File: src/rtl/muldiv_unit.sv
// Iterative multiply/divide unit with HI/LO result registers.
// Shift-add multiply and restoring divide on magnitudes, one bit per cycle, sign fix-up in a final cycle.
module muldiv_unit #(
  parameter int WIDTH     = 32,
  parameter int SIGNED_EN = 1
) (
  input  logic             iCLK,
  input  logic             iRST_n,
  input  logic             iStart,
  input  logic [2:0]       iOp,
  input  logic [WIDTH-1:0] iA,
  input  logic [WIDTH-1:0] iB,
  input  logic             iCancel,
  output logic             oBusy,
  output logic             oDone,
  output logic [WIDTH-1:0] oHI,
  output logic [WIDTH-1:0] oLO,
  output logic             oDivZero
);

  localparam int CW = $clog2(WIDTH + 1);

  typedef enum logic [1:0] {
    S_IDLE = 2'd0,
    S_RUN  = 2'd1,
    S_FIX  = 2'd2
  } state_t;

  state_t           state_q, state_d;
  logic [CW-1:0]    cnt_q, cnt_d;
  logic [WIDTH-1:0] hi_q, hi_d, lo_q, lo_d;
  logic             done_q, done_d;
  logic             dz_q, dz_d;

  logic [2*WIDTH-1:0] acc_q, acc_d;
  logic [WIDTH-1:0]   opnd_q;
  logic [WIDTH-1:0]   a_q;
  logic               is_div_q, negres_q, negrem_q, bzero_q;

  logic             ld, step;
  logic             sgn_op, sa, sb;
  logic [WIDTH-1:0] amag_c, bmag_c;

  function automatic logic [WIDTH-1:0] cneg_w(input logic n, input logic [WIDTH-1:0] v);
    return n ? -v : v;
  endfunction

  function automatic logic [2*WIDTH-1:0] cneg_2w(input logic n, input logic [2*WIDTH-1:0] v);
    return n ? -v : v;
  endfunction

  // Operand decode: iOp[0]=1 selects the unsigned flavour, iOp[1]=1 selects divide.
  assign sgn_op = (SIGNED_EN != 0) && !iOp[0];
  assign sa     = sgn_op && iA[WIDTH-1];
  assign sb     = sgn_op && iB[WIDTH-1];
  assign amag_c = cneg_w(sa, iA);
  assign bmag_c = cneg_w(sb, iB);

  // Iteration step: multiply adds into the upper half then shifts right;
  // divide shifts the next dividend bit into the partial remainder.
  logic [WIDTH:0]   mul_sum;
  logic [WIDTH:0]   div_shift;
  logic             div_ge;
  logic [WIDTH-1:0] rem_sub;

  assign mul_sum   = {1'b0, acc_q[2*WIDTH-1:WIDTH]} + (acc_q[0] ? {1'b0, opnd_q} : '0);
  assign div_shift = {acc_q[2*WIDTH-1:WIDTH], acc_q[WIDTH-1]};
  assign div_ge    = div_shift >= {1'b0, opnd_q};
  assign rem_sub   = div_shift[WIDTH-1:0] - opnd_q;

  always_comb begin
    acc_d = {mul_sum, acc_q[WIDTH-1:1]};
    if (is_div_q) begin
      acc_d = {(div_ge ? rem_sub : div_shift[WIDTH-1:0]), acc_q[WIDTH-2:0], div_ge};
    end
  end

  logic [2*WIDTH-1:0] prod_fix;
  assign prod_fix = cneg_2w(negres_q, acc_q);

  always_comb begin
    state_d = state_q;
    cnt_d   = cnt_q;
    hi_d    = hi_q;
    lo_d    = lo_q;
    done_d  = 1'b0;
    dz_d    = dz_q;
    ld      = 1'b0;
    step    = 1'b0;
    case (state_q)
      S_IDLE: begin
        if (iStart) begin
          if (!iOp[2]) begin
            ld      = 1'b1;
            dz_d    = 1'b0;
            cnt_d   = CW'(WIDTH);
            state_d = S_RUN;
          end else if (!iOp[1]) begin
            dz_d = 1'b0;
            if (iOp[0]) lo_d = iA;
            else        hi_d = iA;
          end
        end
      end
      S_RUN: begin
        if (iCancel) begin
          state_d = S_IDLE;
          cnt_d   = '0;
        end else begin
          step = 1'b1;
          if (cnt_q != '0) cnt_d = cnt_q - CW'(1);
          if (cnt_q == CW'(1)) state_d = S_FIX;
        end
      end
      S_FIX: begin
        state_d = S_IDLE;
        if (!iCancel) begin
          done_d = 1'b1;
          dz_d   = is_div_q && bzero_q;
          if (!is_div_q) begin
            hi_d = prod_fix[2*WIDTH-1:WIDTH];
            lo_d = prod_fix[WIDTH-1:0];
          end else if (bzero_q) begin
            hi_d = a_q;
            lo_d = '1;
          end else begin
            hi_d = cneg_w(negrem_q, acc_q[2*WIDTH-1:WIDTH]);
            lo_d = cneg_w(negres_q, acc_q[WIDTH-1:0]);
          end
        end
      end
      default: state_d = S_IDLE;
    endcase
  end

  always_ff @(posedge iCLK or negedge iRST_n) begin
    if (!iRST_n) begin
      state_q <= S_IDLE;
      cnt_q   <= '0;
      hi_q    <= '0;
      lo_q    <= '0;
      done_q  <= 1'b0;
      dz_q    <= 1'b0;
    end else begin
      state_q <= state_d;
      cnt_q   <= cnt_d;
      hi_q    <= hi_d;
      lo_q    <= lo_d;
      done_q  <= done_d;
      dz_q    <= dz_d;
    end
  end

  // Datapath registers carry no reset; they are always loaded before use.
  always_ff @(posedge iCLK) begin
    if (ld) begin
      acc_q    <= {{WIDTH{1'b0}}, (iOp[1] ? amag_c : bmag_c)};
      opnd_q   <= iOp[1] ? bmag_c : amag_c;
      a_q      <= iA;
      is_div_q <= iOp[1];
      negres_q <= sa ^ sb;
      negrem_q <= sa;
      bzero_q  <= (iB == '0);
    end else if (step) begin
      acc_q <= acc_d;
    end
  end

  assign oBusy    = (state_q != S_IDLE);
  assign oDone    = done_q;
  assign oHI      = hi_q;
  assign oLO      = lo_q;
  assign oDivZero = dz_q;

endmodule

File: config.mk
export PLATFORM = sky130hd
export DESIGN_NAME = muldiv_unit
export DESIGN_NICKNAME = d
export VERILOG_FILES = /design/src/rtl/muldiv_unit.sv
export SDC_FILE = /design/constraint.sdc
export NUM_CORES = 1
export LEC_CHECK = 0
export CAP_MARGIN = 5
export CORE_MARGIN = 2
export CORE_UTILIZATION = 60
export DETAILED_ROUTE_END_ITERATION = 8
export PLACE_DENSITY = 0.91
export SLEW_MARGIN = 20
export SYNTH_ARGS = -nofsm -noshare
export SYNTH_HDL_FRONTEND = slang
export SYNTH_SLANG_ARGS = --single-unit
File: constraint.sdc
create_clock -name iCLK -period 4.1 [get_ports iCLK]
set_clock_uncertainty 0.15 [all_clocks]
set_input_delay 0.82 -clock iCLK [delete_from_list [all_inputs] [get_ports iCLK]]
set_output_delay 0.82 -clock iCLK [all_outputs]
set_load 0.03 [all_outputs]
==> results.py <==
metrics = {
    "clock_network": {
        "cts_tree": "built",
        "cts_max_path_buffers": 3,
        "clkSinkCount": 206,
        "ctsHoldBuffers": 0,
        "clkLatencyLatePin_ps": 540,
        "htreeDepth": 1,
        "cts-resized-gates": 0,
        "post_cts_buffers": 0,
        "clk_pin_slew_ps": 70,
        "cts_buffers": 23,
        "cts-root-buf": "clkbuf_16",
    },
    "cells_and_area": {
        "drive_gt1_share_pct": 7.97,
        "final_nets": 2372,
        "syn2layout_area_growth_pct": 16.0,
        "final_common_cell": "nand2_1",
        "mostFrequentLayoutCells": "nand2_1, o21ai_0, nor2_1, a21oi_1, clkdlybuf4s50_1",
        "antenna_cells": 0,
    },
    "logic_synthesis": {
        "synthDistinctLibCells": 89,
        "ys.flop_type": "edfxtp_1",
        "synth_edf_count": 100,
        "syn_inst": 2108,
        "syn_nets": 2251,
        "synth_seq_area_share_pct": 31.7,
        "netlist_area_mm2": 0.0173,
        "ys_ff_latch": 206,
        "synthArstFlopShare_pct": 35.9,
        "yosysWarnings": 0,
        "syn_area_per_cell_um2": 8.22,
    },
    "timing": {
        "fin_crit_sh_pct": 93.1,
        "fmax_mhz": 262,
        "finalSetupTns_ps": 0,
        "tightest_slew_ps": 907,
        "setup_viol": 0,
        "hold_violations": 0,
        "post-route-min-period_ps": 3820,
        "rsz0062_at_grt": "no",
        "slew_headroom_pct": 39.6,
        "drv_slew": 0,
    },
    "setup_path": {
        "cp.arrival_ps": 4090,
        "r2r_cells": 12,
        "path_class": "flop to flop",
        "r2r_start": "acc_q[0]",
        "crit_start": "acc_q[0]",
        "reg2reg_to": "acc_q[61]",
        "cp-start-kind": "flop",
        "cp_max_fo": 11,
        "rrSetupSlack_ps": 280,
        "cp_data_required_time_ps": 4370,
        "end_kind": "flop",
    },
    "power": {
        "p_per_area_mw_per_mm2": 594,
        "p_leak_nw": 8.17,
        "power.total_mw": 11.9,
        "ir_drop_v": 0.000466,
    },
    "route": {
        "drt-total-wl_mm": 63.1,
        "wl_per_cell_um": 24.0,
        "antenna_left": 0,
        "viasPerCell": 7.08,
        "firstDrtPassIters": 7,
        "drtIter0Drc": 2613,
        "route.detailed.drc": 0,
        "vias": 18600,
    },
    "placement": {
        "hpwlAfterDp_mm": 45.1,
        "gp_congestion": 1.03,
        "port-buffer-count": 137,
    },
    "global_route": {
        "track_usage_pct": 40.3,
        "grt_max_degree": 62,
        "grt_pass1_vias": 18100,
        "antenna_found_initial": 2,
        "overflow": 0,
        "grt_pass1_wl_mm": 97.9,
    },
    "floorplan": {
        "fp.dieH_um": 174,
        "core_area_mm2": 0.0285,
        "fp.dieArea_mm2": 0.0303,
        "die_w_um": 174,
        "io_pins": 138,
        "row_count": 62,
        "start_util_pct": 60.7,
    },
    "flow_run": {
        "max_cap_viol_count": 0,
    },
    "worst_hold_path": {
        "hold_path_class": "input port to async pin",
    },
    "status": {
        "status": "complete, no violations",
    },
}
[worst max-delay path by stage]
stage	depth (start not counted)	slack [ps]	to
after detailed placement	9	150	acc_q[26]
after CTS	12	400	acc_q[61]
after floorplan	4	220	a_q[0]
after global routing	11	90	acc_q[59]
final	12	280	acc_q[61]
after global placement	9	230	acc_q[26]
[state kept, by name (all words and copies together), names as in the netlist]
register  count
a_q          32
acc_q        64
bzero_q       1
cnt_q         6
is_div_q      1
negrem_q      1
negres_q      1
oDivZero      1
oDone         1
oHI          32
oLO          32
opnd_q       32
state_q       2
[cells by family (layout without fill, tap and decap cells)]
group / after synthesis / after routing / share of synthesized area (%)
AOI/OAI and AO/OA: 696 / 696 / 25.5
and+or+nand+nor: 653 / 653 / 18.4
buffers and inverters: 215 / 352 / 5.00
DFF: 206 / 206 / 31.7
xor gates and xnor gates: 174 / 174 / 8.79
muxes: 92 / 92 / 5.33
adders and majority gates: 72 / 72 / 5.28
[cell usage after synthesis, drive strengths merged, types with 7 or more instances]
cell     count  area, µm²
nand2      226        851
o21ai      216       1080
nor2       173        649
a21oi      166        831
xnor2      113        990
clkbuf     111        420
edfxtp     100       3000
mux2i       90        901
inv         77        289
dfrtp       74       1850
ha          70        876
xor2        61        534
nor3        49        257
o22ai       40        250
nand3       37        185
o31ai       37        302
a21o        34        255
dfxtp       32        641
o211ai      27        203
buf         26        153
nand4       25        163
nor4        22        186
o41ai       20        198
nand2b      19        119
or3         19        119
a221oi      17        149
a31oi       17        106
o21a        16        120
o221ai      16        140
nor2b       15       93.8
or4         15        139
and3        12       75.1
a211oi      11       82.6
a21boi      10       75.1
and2         9       56.3
and4         8       70.1
o21bai       8       60.1
or2          8       52.6
o2111ai      7       61.3
[through the flow]
| stage | setup WS [ps] | instance area, µm² | hold slack [ps] | std cells | util, % |
|---|---|---|---|---|---|
| detailed placement | 154 | 19400 | 316 | 2588 | 67.9 |
| global placement | 232 | 19400 | 317 | 2587 | 67.8 |
| floorplan | 219 | 17300 | 322 | 2108 | - |
| CTS | 397 | 20100 | 278 | 2629 | 70.4 |
| finish | 282 | 20100 | 271 | 2629 | 70.4 |
| global route | 88.0 | 20100 | 332 | 2629 | 70.4 |
[where the power goes]
part / switching (mW) / internal (mW)
logic: 3.89 / 2.55
registers: 0.708 / 2.74
clock network: 0.900 / 1.16
[critical path, cell delays in order, from the launching register on]
cell and delay, ps:
edfxtp_1 410, inv_1 340, buf_4 210, nor2_1 50
ha_1 370, nand4_1 130, or3b_2 460, o31ai_1 190
o2111ai_1 370, o21ai_0 530, a21oi_1 150, xnor2_1 150
o211a_1 200
[metal layers]
metal | track usage, % | wire length (µm)
met1 | 50.0 | 22200
met5 | 0 | 33
met2 | 64.1 | 27400
met4 | 24.7 | 4910
met3 | 9.27 | 8540
[layout make-up]
type | instances | area [µm²]
Clock buffer | 29 | 598
Clock inverter | 12 | 118
Fill cell | 2074 | 8440
Inverter | 78 | 294
Multi-Input combinational cell | 1687 | 11000
Sequential cell | 206 | 5500
Tap cell | 384 | 480
Timing Repair Buffer | 233 | 2120
(Power assumes the default switching activity.)
